==> config.mk <==
export PLATFORM = sky130hd
export DESIGN_NAME = flu_qdr_ctrl
export DESIGN_NICKNAME = d
export VERILOG_FILES = /design/src/rtl/flu_qdr_ctrl.sv
export SDC_FILE = /design/constraint.sdc
export NUM_CORES = 1
export LEC_CHECK = 0
export BUFFER_PORTS_ARGS = -buffer_cell sky130_fd_sc_hd__clkbuf_2
export CAP_MARGIN = 30
export CORE_MARGIN = 1
export CORE_UTILIZATION = 50
export DETAILED_ROUTE_END_ITERATION = 10
export HOLD_SLACK_MARGIN = 0.1
export PLACE_DENSITY = 0.7
export SKIP_CTS_REPAIR_TIMING = 1
export SLEW_MARGIN = 20
export SYNTH_ARGS = -nofsm -noshare
export SYNTH_HDL_FRONTEND = slang
export SYNTH_SLANG_ARGS = --single-unit
==> constraint.sdc <==
create_clock -name QDR_CLK -period 4.78 [get_ports QDR_CLK]
set_input_delay 0.239 -clock QDR_CLK [delete_from_list [all_inputs] [get_ports QDR_CLK]]
set_output_delay 0.239 -clock QDR_CLK [all_outputs]
set_load 0.1 [all_outputs]
==> src/rtl/flu_qdr_ctrl.sv <==
// Ring-buffer controller for the FLU QDR adapter: assigns write addresses, schedules
// FIFO-ordered reads against output-FIFO credits, tracks occupancy and protocol errors.
module flu_qdr_ctrl #(
  parameter int unsigned ADDR_WIDTH  = 20,
  parameter int unsigned OUT_CREDITS = 64,
  parameter int unsigned CNT_WIDTH   = 8
) (
  input  logic                  QDR_CLK,
  input  logic                  QDR_RST,
  input  logic                  CAL_DONE,
  input  logic                  IN_VALID,
  output logic                  IN_READY,
  output logic                  QDR_WR_EN,
  output logic [ADDR_WIDTH-1:0] QDR_WR_ADDR,
  output logic                  QDR_RD_EN,
  output logic [ADDR_WIDTH-1:0] QDR_RD_ADDR,
  input  logic                  QDR_RD_VALID,
  input  logic                  OUT_TAKE,
  output logic [ADDR_WIDTH:0]   USED,
  output logic                  EMPTY,
  output logic                  FULL,
  output logic                  ERR
);

  localparam int unsigned PTR_WIDTH = ADDR_WIDTH + 1;
  localparam logic [CNT_WIDTH-1:0] CRED_MAX = CNT_WIDTH'(OUT_CREDITS);

  typedef enum logic {
    S_INIT,
    S_RUN
  } state_e;

  state_e                 state_q;
  logic                   cal_q;
  logic [PTR_WIDTH-1:0]   wptr_q, wptr_d;
  logic [PTR_WIDTH-1:0]   rptr_q, rptr_d;
  logic [CNT_WIDTH-1:0]   credits_q, credits_d;
  logic [CNT_WIDTH-1:0]   outst_q, outst_d;
  logic                   err_q, err_d;
  logic                   wr_en_q;
  logic [ADDR_WIDTH-1:0]  wr_addr_q;
  logic                   rd_en_q;
  logic [ADDR_WIDTH-1:0]  rd_addr_q;

  logic run_c, full_c, empty_c, accept_c, issue_c;
  logic take_ok_c, dec_ok_c;

  assign run_c   = (state_q == S_RUN);
  assign empty_c = (wptr_q == rptr_q);
  // Full: same slot, opposite lap.
  assign full_c  = (wptr_q[ADDR_WIDTH-1:0] == rptr_q[ADDR_WIDTH-1:0]) &&
                   (wptr_q[ADDR_WIDTH] != rptr_q[ADDR_WIDTH]);

  assign IN_READY = run_c & ~full_c;
  assign accept_c = IN_VALID & IN_READY;
  assign issue_c  = run_c & ~empty_c & (credits_q != '0);

  assign take_ok_c = OUT_TAKE & (credits_q != CRED_MAX);
  assign dec_ok_c  = QDR_RD_VALID & (outst_q != '0);

  always_comb begin
    wptr_d    = wptr_q;
    rptr_d    = rptr_q;
    credits_d = credits_q;
    outst_d   = outst_q;
    err_d     = err_q;

    if (accept_c) wptr_d = wptr_q + PTR_WIDTH'(1);
    if (issue_c)  rptr_d = rptr_q + PTR_WIDTH'(1);

    // Saturated returns are dropped and flagged.
    case ({take_ok_c, issue_c})
      2'b10:   credits_d = credits_q + CNT_WIDTH'(1);
      2'b01:   credits_d = credits_q - CNT_WIDTH'(1);
      default: credits_d = credits_q;
    endcase

    case ({rd_en_q, dec_ok_c})
      2'b10:   outst_d = outst_q + CNT_WIDTH'(1);
      2'b01:   outst_d = outst_q - CNT_WIDTH'(1);
      default: outst_d = outst_q;
    endcase

    if ((OUT_TAKE && (credits_q == CRED_MAX)) || (QDR_RD_VALID && (outst_q == '0)))
      err_d = 1'b1;
  end

  // Entry into RUN waits one registered CAL_DONE cycle; loss of CAL_DONE exits at once.
  always_ff @(posedge QDR_CLK or posedge QDR_RST) begin
    if (QDR_RST) begin
      state_q   <= S_INIT;
      cal_q     <= 1'b0;
      wptr_q    <= '0;
      rptr_q    <= '0;
      credits_q <= CRED_MAX;
      outst_q   <= '0;
      err_q     <= 1'b0;
      wr_en_q   <= 1'b0;
      wr_addr_q <= '0;
      rd_en_q   <= 1'b0;
      rd_addr_q <= '0;
    end else begin
      cal_q <= CAL_DONE;
      case (state_q)
        S_INIT:  if (cal_q && CAL_DONE) state_q <= S_RUN;
        S_RUN:   if (!CAL_DONE)         state_q <= S_INIT;
        default:                        state_q <= S_INIT;
      endcase

      wptr_q    <= wptr_d;
      rptr_q    <= rptr_d;
      credits_q <= credits_d;
      outst_q   <= outst_d;
      err_q     <= err_d;

      wr_en_q <= accept_c;
      if (accept_c) wr_addr_q <= wptr_q[ADDR_WIDTH-1:0];
      rd_en_q <= issue_c;
      if (issue_c)  rd_addr_q <= rptr_q[ADDR_WIDTH-1:0];
    end
  end

  assign QDR_WR_EN   = wr_en_q;
  assign QDR_WR_ADDR = wr_addr_q;
  assign QDR_RD_EN   = rd_en_q;
  assign QDR_RD_ADDR = rd_addr_q;
  assign USED        = wptr_q - rptr_q;
  assign EMPTY       = empty_c;
  assign FULL        = full_c;
  assign ERR         = err_q;

endmodule
# ---- Yosys cells after proc, flatten, opt, wreduce, memory -nomap -nowiden
# Cells that the tools add are included.
dict set report op_classes {
  add_sub_neg 7
  mul 0
  div_mod_pow 0
  order_cmp 0
  n_eq_ne 9
  shift 0
  n_mux 5
  bitwise 9
  reduce_logical 10
}
# operator count
set ops {}
lappend ops {{$add 21x1->21 const B} 2}
lappend ops {{$pmux 8 s2} 2}
lappend ops {{$eq 21x21->1} 1}
lappend ops {{$sub 21x21->21} 1}
lappend ops {{$eq 20x20->1} 1}
lappend ops {{$add 8x1->8 const B} 2}
lappend ops {{$reduce_bool 8->1} 2}
lappend ops {{$sub 8x1->8 const B} 2}
lappend ops {{$eq 8x7->1 const B} 1}
lappend ops {{$logic_not 8->1} 1}
lappend ops {{$ne 8x7->1 const B} 1}
lappend ops {{$and 1x1->1} 6}
lappend ops {{$eq 2x1->1 const B} 2}
lappend ops {{$eq 2x2->1 const B} 2}
lappend ops {{$logic_and 1x1->1} 4}
lappend ops {{$reduce_bool 2->1} 2}
lappend ops {{$not 1->1} 3}
lappend ops {{$mux 1} 2}
lappend ops {{$pmux 1 s2} 1}
lappend ops {{$logic_or 1x1->1} 1}
lappend ops {{$ne 1x1->1} 1}
dict set report totals {
  reg_bits 103
  latch_bits 0
  ram_bits 0
  mem_bits_ro 0
  input_bits 6
  out_inout_bits 67
  wordCells 51
  memories 0
}

# ---- Logic depth before layout (Yosys ltp)
# Gate-level depths: netlist of the first run.
dict set report logic_depth {
  depth_word 6
  mapped_depth 17
}

# ---- Worst setup path before layout of the first run
# OpenSTA, ideal clock, no wires.
dict set report synth_timing {
  path_kind {reg-to-output}
  start {register rptr_q[2]}
  end {output port IN_READY}
  t_arrival_ns 6.221
  t_required_ns 4.541
  path_slack_ns -1.680
  path_stages_with_launch 7
  path_buffers 0
  cell_sequence {dfrtp_1 inv_1 ha_1 nand3_1 or3_4 nor4b_1 nor2b_1}
}
dict set report synth_via {
  elab_chain_len 4
}
# element line_no
set synth_rtl {}
lappend synth_rtl {{from (decl)} 36} ;# logic [PTR_WIDTH-1:0] rptr_q, rptr_d;
lappend synth_rtl {{from (signal assigned)} 111} ;# rptr_q <= rptr_d;
lappend synth_rtl {{$eq 20x20->1} 51} ;# assign full_c = (wptr_q[ADDR_WIDTH-1:0] == rptr_q[ADDR_WIDTH-1:0]) &&
lappend synth_rtl {{$logic_and 1x1->1} 51}
lappend synth_rtl {{net FULL} 21} ;# output logic FULL,
lappend synth_rtl {{$not 1->1} 54} ;# assign IN_READY = run_c & ~full_c;
lappend synth_rtl {{$and 1x1->1} 54}
lappend synth_rtl {{to (decl)} 12} ;# output logic IN_READY,
# The timed path passes the listed nets, and every way through them passes these cells.

# ---- Worst setup path in the final report of the first run
dict set report layout_timing {
  start {register rptr_q[13]}
  end {register credits_q[7]}
}
dict set report layout_via {
  elab_chain_len 6
  elab_cells_between_ends 8
  classes_between {eq/ne: 3; mux: 1; bitwise: 3; reduce/logical: 1}
}
# element line_no
set layout_rtl {}
lappend layout_rtl {{$eq 21x21->1 *} 49} ;# assign empty_c = (wptr_q == rptr_q);
lappend layout_rtl {{$not 1->1 *} 56} ;# assign issue_c = run_c & ~empty_c & (credits_q != '0);
lappend layout_rtl {{$and 1x1->1 * (2 in series)} 56}
lappend layout_rtl {{net issue_c} 45} ;# logic run_c, full_c, empty_c, accept_c, issue_c;
lappend layout_rtl {{$eq 2x1->1 / $eq 2x2->1 (equally long branches)} 72} ;# case ({take_ok_c, issue_c})
lappend layout_rtl {{$pmux 8 s2 / $reduce_bool 2->1 (equally long branches)} --}
lappend layout_rtl {{to (signal assigned)} 112} ;# credits_q <= credits_d;
lappend layout_rtl {{to (decl)} 37} ;# logic [CNT_WIDTH-1:0] credits_q, credits_d;
# Mark *: on every way through the listed nets, which the timed path passes. The rest lies on a longest branch.
# A chain may end at the register's enable or synchronous reset.

==> results of run 1 <==
[per-layer routing]
metal,global-route usage,wire (um),share of wire
met1,0.321,5980,0.47
met2,0.363,5730,0.45
met3,0.0486,729,0.057
met4,0.0810,265,0.021
met5,0,0,0
[worst min-delay path, cell delays in order]
cell and delay [ps]:
clkbuf_2 90, a31oi_1 70, nand2_1 60
[final cells by class]
type	count	area share
clock buffers	11	0.0368
flip-flops and latches	103	0.390
well taps	140	0.0265
inverters	44	0.0254
multi-input cells	420	0.448
repair buffers	78	0.0627
clock inverters	4	0.0106
[placed cells by master, fill, tap and decap left out, types with 20 or more instances in the layout]
master	Yosys	layout
nor2_1	32	32
ha_1	36	36
clkbuf_2	1	72
mux2_2	20	20
nand2_1	64	64
dfrtp_1	102	102
xnor2_1	44	44
inv_1	44	43
xor2_1	25	25
o21ai_0	44	44
[worst max-delay path by stage]
stage                                          end  slack [ps]
final                     credits_q[7]$_DFFE_PP0P_         630
after global routing      credits_q[7]$_DFFE_PP0P_         110
after CTS                 credits_q[7]$_DFFE_PP0P_         610
after detailed placement  credits_q[7]$_DFFE_PP0P_         630
after global placement    credits_q[7]$_DFFE_PP0P_         800
after floorplan           credits_q[7]$_DFFE_PP0P_         100
[cells by family after synthesis]
group / Yosys count / share of synthesized area
simple gates: 182 / 0.158
compound gates: 110 / 0.120
flops: 103 / 0.446
xor+xnor: 69 / 0.105
buf+inv: 56 / 0.0435
fa+ha+maj: 39 / 0.0883
mux: 20 / 0.0390
[flip-flops by register name, indices dropped and copies added, names as in the netlist]
name / count
ERR: 1
QDR_WR_ADDR: 20
credits_q: 8
outst_q: 8
QDR_WR_EN: 1
QDR_RD_EN: 1
rptr_q: 21
QDR_RD_ADDR: 20
wptr_q: 21
run_c: 1
cal_q: 1
[cell usage after synthesis (all sizes together) (5+ instances only)]
| cell type | instances | area, um^2 |
|---|---|---|
| nand4 | 13 | 87.6 |
| a21oi | 19 | 95.1 |
| nand3 | 14 | 70.1 |
| nor3 | 16 | 80.1 |
| a21o | 6 | 45.0 |
| nand2 | 64 | 240 |
| o21ai | 45 | 229 |
| ha | 36 | 450 |
| nor4 | 14 | 109 |
| nor2 | 32 | 120 |
| inv | 44 | 165 |
| xor2 | 25 | 219 |
| xnor2 | 44 | 385 |
| a211oi | 6 | 45.0 |
| buf | 9 | 73.8 |
| dfrtp | 102 | 2550 |
| mux2 | 20 | 225 |
| or4 | 5 | 37.5 |
| o21a | 6 | 45.0 |
[through the flow]
stage,cells,utilization
finish,800,0.599
global placement,782,0.567
CTS,797,0.596
global route,800,0.599
detailed placement,782,0.567
floorplan,579,-
==> impl_results.md, run 1 <==
* DRT iter0 DRCs at 230
* Fmax at 241 MHz
* Reg2Reg Setup Slack at 630 ps
* Clock skew at around 6.4 ps
* Ys flop type: dfrtp_1
* CP required at 5050 ps
* Clock Tree Buf Depth at 2
* CTS buffer count at 9
* Clock Sink Count at around 100
* Clk_lat worst skew at 350 ps
* Non-Filler Cell Area, Final at 6600 um^2
* Hold slack at ~150 ps
* Worst-path maximum fanout at 8
* Clock Tree Root: clkbuf_16
* Pre-antenna DRT Iters at 5
* Crit-path slowest cell: a2111oi_0
* # H-tree levels at 3
* FF+latch count, synth at 103
* DRC at 0
* Delay-heaviest family, CP: simple AND/OR/NAND/NOR gates
* Post-DRT Antenna Nets at 0
* Core area at between 10000 and 15000 um^2
* Critical Setup Path Class: flop to flop
* Drt wl/cell at 15.9 um
* Place WS at 628 ps
* Num ports at 73
* Async SR Flop Fraction at 1.00
* Placement Cell Area at 6260 um^2
* Synth Warn # at 0
* DRT Wirelength at around 13000 um
* Crit path time final at 4150 ps
* Setup tns final at 0 ps
* # port buffers at 72
* Worst hold path depth at 3
* Final nets at 701
* Grt ovf at 0
* Placed wire-length estimate at 9390 um
* Number of diodes at 0
* Antenna violations before repair at 0
* Die width at 110 um
* Multi-input gate area at 2960 um^2
* Syn Inst Count at 579
* Final setup viols at 0
* Worst path most repeated cell: ha_1
* Synth cell types at 58
* Post-synth EDFFs at 0
* Crit path cell chain: inv_1, ha_1, and4_1, nand3_1, nor4_4, or2_4, inv_1, ha_1, ha_1, a211oi_1, o21ai_0, a2111oi_0, nor4_1, nor3_1, xor2_1
* Row cnt at 38
* Crit end category: flop
* CTS tree: built
* Largest net degree at the start of global routing at 59
* Status: finished clean
* Hold path endpoint: ERR$_DFFE_PP0P_
* Register area at around 2600 um^2
* Max cap viols at 0
* Area Growth Syn to Fin at 14.3%
* Fraction of layout cells with a size suffix above 1 at 0.188
* GPL Wtd Cong at 0.886
* Global-route wire length before repair at 21400 um
* Crit-path max cell delay at a little under 600 ps
* Sequential fraction of the synthesis area at 0.446
* Syn Std Cell Area at 5780 um^2
* Number of cells on the critical path at 15
* Slew Viols, Final at 0
* Initial Utilization at 0.524
* Capture point of the worst reg-to-reg path: credits_q[7]$_DFFE_PP0P_
* Hold Startpoint: QDR_RD_VALID
* Least-Margin Pin Slew at slightly above 700 ps
* FF-to-FF path depth at 15
* Vias in the first global route at 4439
* All-layer global routing usage at 0.232
* Worst setup SP type: flop
* Period utilization at 0.867
* R2r startpoint: rptr_q[13]$_DFFE_PP0P_
* Buffers & Inverters on Critical Path at 2
* Die height at approximately 110 um
* Worst Setup SP: rptr_q[13]$_DFFE_PP0P_
* Filler instances at 924
* Slew headroom at 0.517
* Worst Hold Class: primary input to flop
* Final WS setup at 635 ps
* Final hold vios at 0
* Syn avg cell area at 9.98 um^2
* CP arrival at 4420 ps
* Die area at 12000 um^2
* RSZ-0062 raised after global routing: no
* Syn Nets at 624
* Vias at 4515
* Via-per-instance ratio at 5.64
* Clock slew at reported path FFs at roughly 70 ps
Power of run 1 is left out: the tool's default activity adds up to more than one toggle a clock period on the data nets, which glitch-free logic cannot reach.
==> inputs of run 2 (changes only) <==
--- a/config.mk
+++ b/config.mk
@@ -7,7 +7,7 @@
 export LEC_CHECK = 0
 export BUFFER_PORTS_ARGS = -buffer_cell sky130_fd_sc_hd__clkbuf_2
 export CAP_MARGIN = 30
-export CORE_MARGIN = 1
+export CORE_MARGIN = 2
 export CORE_UTILIZATION = 50
 export DETAILED_ROUTE_END_ITERATION = 10
 export HOLD_SLACK_MARGIN = 0.1
==> run 2 against run 1 <==
  * Critical endpoint unchanged
  * Critical path depth did not move
  * Worst hold slack lost 16 ps
  * Cell area fell by 0.66%
  * Utilization shrank 2.2 points
  * Flip-flop and latch count is the same
  * Die area rose by 3.7%
  * Count of clock-buffer cells in the layout fell by 1
==> impl_results.md, run 2 (synthesis gave the netlist of run 1 again) <==
* DRC at 0 (unchanged)
* Clk_lat worst skew at 350 ps (about the same)
* Fmax at 238 MHz (was 241 MHz)
* Antenna violations before repair at 0 (unchanged)
* Global-route wire length before repair at 21800 um (was 21400 um)
* Place WS at 645 ps (was 628 ps)
* CP arrival at 4470 ps (was 4420 ps)
* Max cap viols at 0 (unchanged)
* CTS buffer count at 9 (unchanged)
* Clock skew at 8.75 ps (was 6.37 ps)
* Hold path endpoint: ERR$_DFFE_PP0P_ (unchanged)
* R2r startpoint: rptr_q[9]$_DFFE_PP0P_ (was rptr_q[13]$_DFFE_PP0P_)
* Worst path most repeated cell: ha_1 (unchanged)
* Placed wire-length estimate at 9640 um (was 9390 um)
* FF-to-FF path depth at 15 (unchanged)
* Grt ovf at 0 (unchanged)
* GRT Max-Usage Layer: met2 (unchanged)
* Crit-path max cell delay at 590 ps (was 580 ps)
* Final hold vios at 0 (unchanged)
* Filler instances at 1038 (was 924)
* DRT iter0 DRCs at 353 (was 230)
* RSZ-0062 raised after global routing: no (unchanged)
* Die area at 12400 um^2 (was 12000 um^2)
* Top Registers: rptr_q x21, wptr_q x21 (unchanged)
* Final WS setup at 579 ps (was 635 ps)
* Reg2Reg Setup Slack at 580 ps (was 630 ps)
* Num ports at 73 (unchanged)
* Met2 usage in global routing at 0.344 (was 0.363)
* Critical Setup Path Class: flop to flop (unchanged)
* Crit-path slowest cell: a2111oi_0 (unchanged)
* Core area at 11400 um^2 (was 11000 um^2)
* Worst Hold Class: primary input to flop (unchanged)
* Crit end category: flop (unchanged)
* Clock slew at reported path FFs at 70 ps (about the same)
* # port buffers at 72 (unchanged)
* Slew Viols, Final at 0 (unchanged)
* Buffers & Inverters on Critical Path at 2 (unchanged)
* Slew headroom at 0.476 (was 0.517)
* Clock Tree Buf Depth at 2 (unchanged)
* Clock Tree Root: clkbuf_16 (unchanged)
* GPL Wtd Cong at 0.899 (was 0.886)
* Post-DRT Antenna Nets at 0 (unchanged)
* Hold Startpoint: OUT_TAKE (was QDR_RD_VALID)
* Die width at 112 um (was 110 um)
* Crit path cell chain: inv_1, ha_1, and4_1, nand2_1, nor4_4, or2_4, inv_1, ha_1, ha_1, a211oi_1, o21ai_0, a2111oi_0, nor4_1, nor3_1, xor2_1 (was inv_1, ha_1, and4_1, nand3_1, nor4_4, or2_4, inv_1, ha_1, ha_1, a211oi_1, o21ai_0, a2111oi_0, nor4_1, nor3_1, xor2_1)
* Crit path time final at 4200 ps (was 4150 ps)
* Final setup viols at 0 (unchanged)
* Largest net degree at the start of global routing at 64 (was 59)
* Vias in the first global route at 4461 (was 4439)
* CP required at 5050 ps (about the same)
* Commonest cells after routing, fill and taps aside: 102 x dfrtp_1, 72 x clkbuf_2, 64 x nand2_1 (unchanged)
* All-layer global routing usage at 0.218 (was 0.232)
* Status: finished clean (unchanged)
* # H-tree levels at 3 (unchanged)
* M3 GR Usage at 0.0392 (was 0.0486)
* Worst hold path depth at 3 (unchanged)
* Via-per-instance ratio at 5.66 (was 5.64)
* Least-Margin Pin Slew at 786 ps (was 724 ps)
* Clock Sink Count at 103 (unchanged)
* Placement Cell Area at 6260 um^2 (about the same)
* Initial Utilization at 0.508 (was 0.524)
* Number of diodes at 0 (unchanged)
* Commonest non-fill, non-tap cell in the layout: dfrtp_1 (unchanged)
* Pre-antenna DRT Iters at 5 (unchanged)
* Final nets at 701 (unchanged)
* Grt met1 use at 0.300 (was 0.321)
* Period utilization at 0.879 (was 0.867)
* Capture point of the worst reg-to-reg path: credits_q[7]$_DFFE_PP0P_ (unchanged)
* Area Growth Syn to Fin at 13.5% (was 14.3%)
* Die height at 112 um (was 110 um)
* Non-Filler Cell Area, Final at 6560 um^2 (was 6600 um^2)
* Drt wl/cell at 16.0 um (was 15.9 um)
* Setup tns final at 0 ps (unchanged)
* CTS tree: built (unchanged)
* Worst-path maximum fanout at 7 (was 8)
* Row cnt at 39 (was 38)
* DRT Wirelength at 12800 um (was 12700 um)
* Fraction of layout cells with a size suffix above 1 at 0.188 (unchanged)
* Delay-heaviest family, CP: simple AND/OR/NAND/NOR gates (unchanged)
* Worst setup SP type: flop (unchanged)
* Vias at 4546 (was 4515)
==> run 2: changes by cell type in the layout (fill, tap and decap cells not counted), sizes merged <==
cell / previous run / this run
bufinv: 2 / 0
clkbuf: 83 / 82
clkinvlp: 0 / 3
==> run 2: metal layers <==
metal	share of wire	wire, um
met5	0	0
met4	0.026	329
met3	0.052	666
met2	0.46	5840
met1	0.47	5980
==> run 2: layout make-up <==
class	count	area, um^2	area share
inverters	44	168	0.0256
multi-input cells	420	2960	0.451
flip-flops and latches	103	2580	0.393
repair buffers	78	414	0.0631
clock buffers	10	229	0.0349
well taps	143	179	0.0273
clock inverters	5	36.3	0.00553
==> run 2: worst max path at each step <==
stage / startpoint / slack [ps] / endpoint / cells past startpoint
after floorplan: rptr_q[2]$_DFFE_PP0P_ / 100 / credits_q[7]$_DFFE_PP0P_ / 15
final: rptr_q[9]$_DFFE_PP0P_ / 580 / credits_q[7]$_DFFE_PP0P_ / 15
after global placement: wptr_q[7]$_DFFE_PP0P_ / 790 / credits_q[7]$_DFFE_PP0P_ / 14
after detailed placement: rptr_q[2]$_DFFE_PP0P_ / 640 / credits_q[7]$_DFFE_PP0P_ / 15
after CTS: rptr_q[2]$_DFFE_PP0P_ / 610 / credits_q[7]$_DFFE_PP0P_ / 15
after global routing: rptr_q[2]$_DFFE_PP0P_ / 200 / credits_q[7]$_DFFE_PP0P_ / 15
==> run 2: stage by stage <==
| stage | std cells | util | hold WS, ps |
|---|---|---|---|
| final | 803 | 0.577 | 129 |
| after global placement | 785 | 0.551 | 296 |
| after floorplan | 579 | - | 270 |
| after CTS | 800 | 0.574 | -75.9 |
| after global routing | 803 | 0.577 | 142 |
| after detailed placement | 785 | 0.551 | 305 |
==> run 2: worst reg2reg max path, delay by kind of cell, from the launching register on <==
kind / cells / cell delay, ps
fa+ha+maj: 3 / 1040
simple gates: 6 / 1380
buf+inv: 2 / 240
xor+xnor: 1 / 160
compound gates: 3 / 930
flops: 1 / 370
Power of run 2 is left out for the same reason.
==> inputs of run 3 (changes only) <==
--- a/config.mk
+++ b/config.mk
@@ -5,6 +5,7 @@
 export SDC_FILE = /design/constraint.sdc
 export NUM_CORES = 1
 export LEC_CHECK = 0
+export ABC_AREA = 1
 export BUFFER_PORTS_ARGS = -buffer_cell sky130_fd_sc_hd__clkbuf_2
 export CAP_MARGIN = 30
 export CORE_MARGIN = 2
==> run 3 against run 2 <==
  * Flip-flop and latch count did not move
  * Final cell count grew 50%
  * Routed wire length increased by 26%
  * Fmax grew 11%
  * Via count rose by 33%
  * Critical path type unchanged
  * Utilization fell by 0.25 points
  * Die area rose by 18%
==> impl_results.md, run 3 <==
* Status: finished clean (unchanged)
* CP required at 5040 ps (was 5050 ps)
* Final setup viols at 0 (unchanged)
* Synth top area share at 0.372 (was 0.442)
* Post-DRT Antenna Nets at 0 (unchanged)
* Worst-path maximum fanout at 51 (was 7)
* Ys flop type: dfrtp_1 (unchanged)
* Syn Nets at 1002 (was 624)
* DRC at 0 (unchanged)
* Async SR Flop Fraction at 1.00 (unchanged)
* Crit end category: flop (unchanged)
* Vias in the first global route at 5475 (was 4461)
* Die width at 121 um (was 112 um)
* FF+latch count, synth at 103 (unchanged)
* Initial Utilization at 0.516 (was 0.508)
* DRT Wirelength at 16100 um (was 12800 um)
* Via-per-instance ratio at 5.00 (was 5.66)
* Clock Tree Root: clkbuf_16 (unchanged)
* Die area at 14700 um^2 (was 12400 um^2)
* CTS tree: built (unchanged)
* Area contributors post-synth: dfrtp_1 37%, nand2_1 19%, inv_1 7.1% (was dfrtp_1 44%, ha_1 7.8%, xnor2_1 6.7%)
* Synth cell types at 37 (was 58)
* R2r startpoint: rptr_q[2]$_DFFE_PP0P_ (was rptr_q[9]$_DFFE_PP0P_)
* Setup tns final at 0 ps (unchanged)
* Worst Hold Class: primary input to flop (unchanged)
* Syn Inst Count at 957 (was 579)
* CP arrival at 4040 ps (was 4470 ps)
* Yosys top cell by area: dfrtp_1 (unchanged)
* Hold path endpoint: ERR$_DFFE_PP0P_ (unchanged)
* Period utilization at 0.790 (was 0.879)
* # port buffers at 72 (unchanged)
* Clk_lat worst skew at 370 ps (was 350 ps)
* Placed wire-length estimate at 12600 um (was 9640 um)
* Fmax at 265 MHz (was 238 MHz)
* Crit path time final at 3780 ps (was 4200 ps)
* Die height at 121 um (was 112 um)
* FF-to-FF path depth at 18 (was 15)
* Worst path most repeated cell: nand2_1 (was ha_1)
* Most frequent cell after synthesis: nand2_1 (was dfrtp_1)
* Global-route wire length before repair at 26800 um (was 21800 um)
* Max cap viols at 0 (unchanged)
* Crit-path max cell delay at 450 ps (was 590 ps)
* Core area at 13300 um^2 (was 11400 um^2)
* Clock skew at 8.94 ps (was 8.75 ps)
* Largest net degree at the start of global routing at 63 (was 64)
* Syn Std Cell Area at 6850 um^2 (was 5780 um^2)
* Post-synth EDFFs at 0 (unchanged)
* Final hold vios at 0 (unchanged)
* Top Registers: rptr_q x21, wptr_q x21 (unchanged)
* Grt ovf at 0 (unchanged)
* Syn avg cell area at 7.16 um^2 (was 9.98 um^2)
* Crit-path slowest cell: dfrtp_1 (was a2111oi_0)
* Vias at 6041 (was 4546)
* Delay-heaviest family, CP: simple AND/OR/NAND/NOR gates (unchanged)
* Worst setup SP type: flop (unchanged)
* Num ports at 73 (unchanged)
* RSZ-0062 raised after global routing: no (unchanged)
* Antenna violations before repair at 0 (unchanged)
* Commonest cells after routing, fill and taps aside: 340 x nand2_1, 128 x inv_1, 102 x dfrtp_1 (was 102 x dfrtp_1, 72 x clkbuf_2, 64 x nand2_1)
* CTS buffer count at 9 (unchanged)
* Drt wl/cell at 13.3 um (was 16.0 um)
* Clock Sink Count at 103 (unchanged)
* Reg2Reg Setup Slack at 1000 ps (was 580 ps)
* Final nets at 1072 (was 701)
* Buffers & Inverters on Critical Path at 3 (was 2)
* Post-synth top cells: 340 x nand2_1, 129 x inv_1, 102 x dfrtp_1 (was 102 x dfrtp_1, 64 x nand2_1, 44 x inv_1, 44 x o21ai_0, 44 x xnor2_1)
* Area Growth Syn to Fin at 11.4% (was 13.5%)
* DRT iter0 DRCs at 361 (was 353)
* Number of diodes at 0 (unchanged)
* Crit path cell chain: inv_1, ha_1, nand2_1, nor2_1, nand2_1, nor2_2, nand3_2, nand2_4, inv_4, ha_1, ha_1, inv_1, o21ai_0, a21oi_1, nand2_1, nand2_1, nand3_1, nand2_1 (was inv_1, ha_1, and4_1, nand2_1, nor4_4, or2_4, inv_1, ha_1, ha_1, a211oi_1, o21ai_0, a2111oi_0, nor4_1, nor3_1, xor2_1)
* Critical Setup Path Class: flop to flop (unchanged)
* Fraction of layout cells with a size suffix above 1 at 0.121 (was 0.188)
* Commonest non-fill, non-tap cell in the layout: nand2_1 (was dfrtp_1)
* Sequential fraction of the synthesis area at 0.376 (was 0.446)
* Clock slew at reported path FFs at 70 ps (about the same)
* Slew headroom at 0.481 (was 0.476)
* Worst hold path depth at 3 (unchanged)
* Least-Margin Pin Slew at 778 ps (was 786 ps)
* Pre-antenna DRT Iters at 5 (unchanged)
* Slew Viols, Final at 0 (unchanged)
* GPL Wtd Cong at 0.873 (was 0.899)
* Filler instances at 1250 (was 1038)
* # H-tree levels at 3 (unchanged)
* Row cnt at 42 (was 39)
* All-layer global routing usage at 0.234 (was 0.218)
* Synth Warn # at 0 (unchanged)
* Capture point of the worst reg-to-reg path: credits_q[7]$_DFFE_PP0P_ (unchanged)
* Hold Startpoint: QDR_RD_VALID (was OUT_TAKE)
* Clock Tree Buf Depth at 2 (unchanged)
[run 3: cell types whose count changed after synthesis, moves of 9 or more]
cell,before,now
xnor2_1,44,8
nand2_1,64,340
nand3_1,14,60
inv_1,44,129
xor2_1,25,37
nor4_1,12,3
nor3_1,16,5
o21ai_2,1,15
nor2_1,32,76
mux2_2,20,0
[run 3: cells by family after synthesis]
group	synth area share
AOI/OAI and AO/OA	0.0889
xor gates and xnor gates	0.0575
DFF	0.376
and+or+nand+nor	0.311
adders and majority gates	0.0745
buffers and inverters	0.0922
[run 3: stage by stage]
stage | hold WS [ps] | cells | utilization | instance area (um^2) | worst slack, ps
2_1_floorplan | 270 | 957 | - | 6850 | 1590
3_3_place_gp | 368 | 1188 | 0.550 | 7310 | 1140
3_5_place_dp | 370 | 1190 | 0.552 | 7340 | 1010
4_1_cts | -8.87 | 1206 | 0.573 | 7620 | 988
5_1_grt | 121 | 1208 | 0.574 | 7640 | 600
6_report | 117 | 1208 | 0.574 | 7640 | 1000
[run 3: how the worst max path moves through the flow]
stage,startpoint,endpoint,slack (ps),cells past startpoint
4_1_cts,rptr_q[2]$_DFFE_PP0P_,credits_q[7]$_DFFE_PP0P_,990,18
2_1_floorplan,wptr_q[0]$_DFFE_PP0P_,USED[8],1590,9
5_1_grt,rptr_q[2]$_DFFE_PP0P_,credits_q[7]$_DFFE_PP0P_,600,18
6_report,rptr_q[2]$_DFFE_PP0P_,credits_q[7]$_DFFE_PP0P_,1000,18
3_5_place_dp,rptr_q[2]$_DFFE_PP0P_,credits_q[7]$_DFFE_PP0P_,1010,18
3_3_place_gp,rptr_q[2]$_DFFE_PP0P_,credits_q[7]$_DFFE_PP0P_,1140,18
[run 3: final cells by class]
class	count	area (um^2)	area share
multi-input combinational	704	3640	0.477
sequential	103	2580	0.338
inverter	131	497	0.0650
timing repair buffer	78	423	0.0554
clock buffer	9	225	0.0295
tap	176	220	0.0288
clock inverter	7	50.0	0.00655
[run 3: worst reg2reg max path: cells and delay by family, from the launching register on]
family / cells / cell delay (ps)
AO/OA/AOI/OAI: 2 / 400
adder cells (fa/ha/maj): 3 / 1190
buffers and inverters: 3 / 430
flip-flops: 1 / 450
AND/OR/NAND/NOR: 10 / 1200
[run 3: layer usage]
metal	wire [um]	GRT usage
met1	7840	0.330
met2	7160	0.360
met3	750	0.0367
met4	372	0.0923
met5	0	0
Power of run 3 is left out for the same reason.
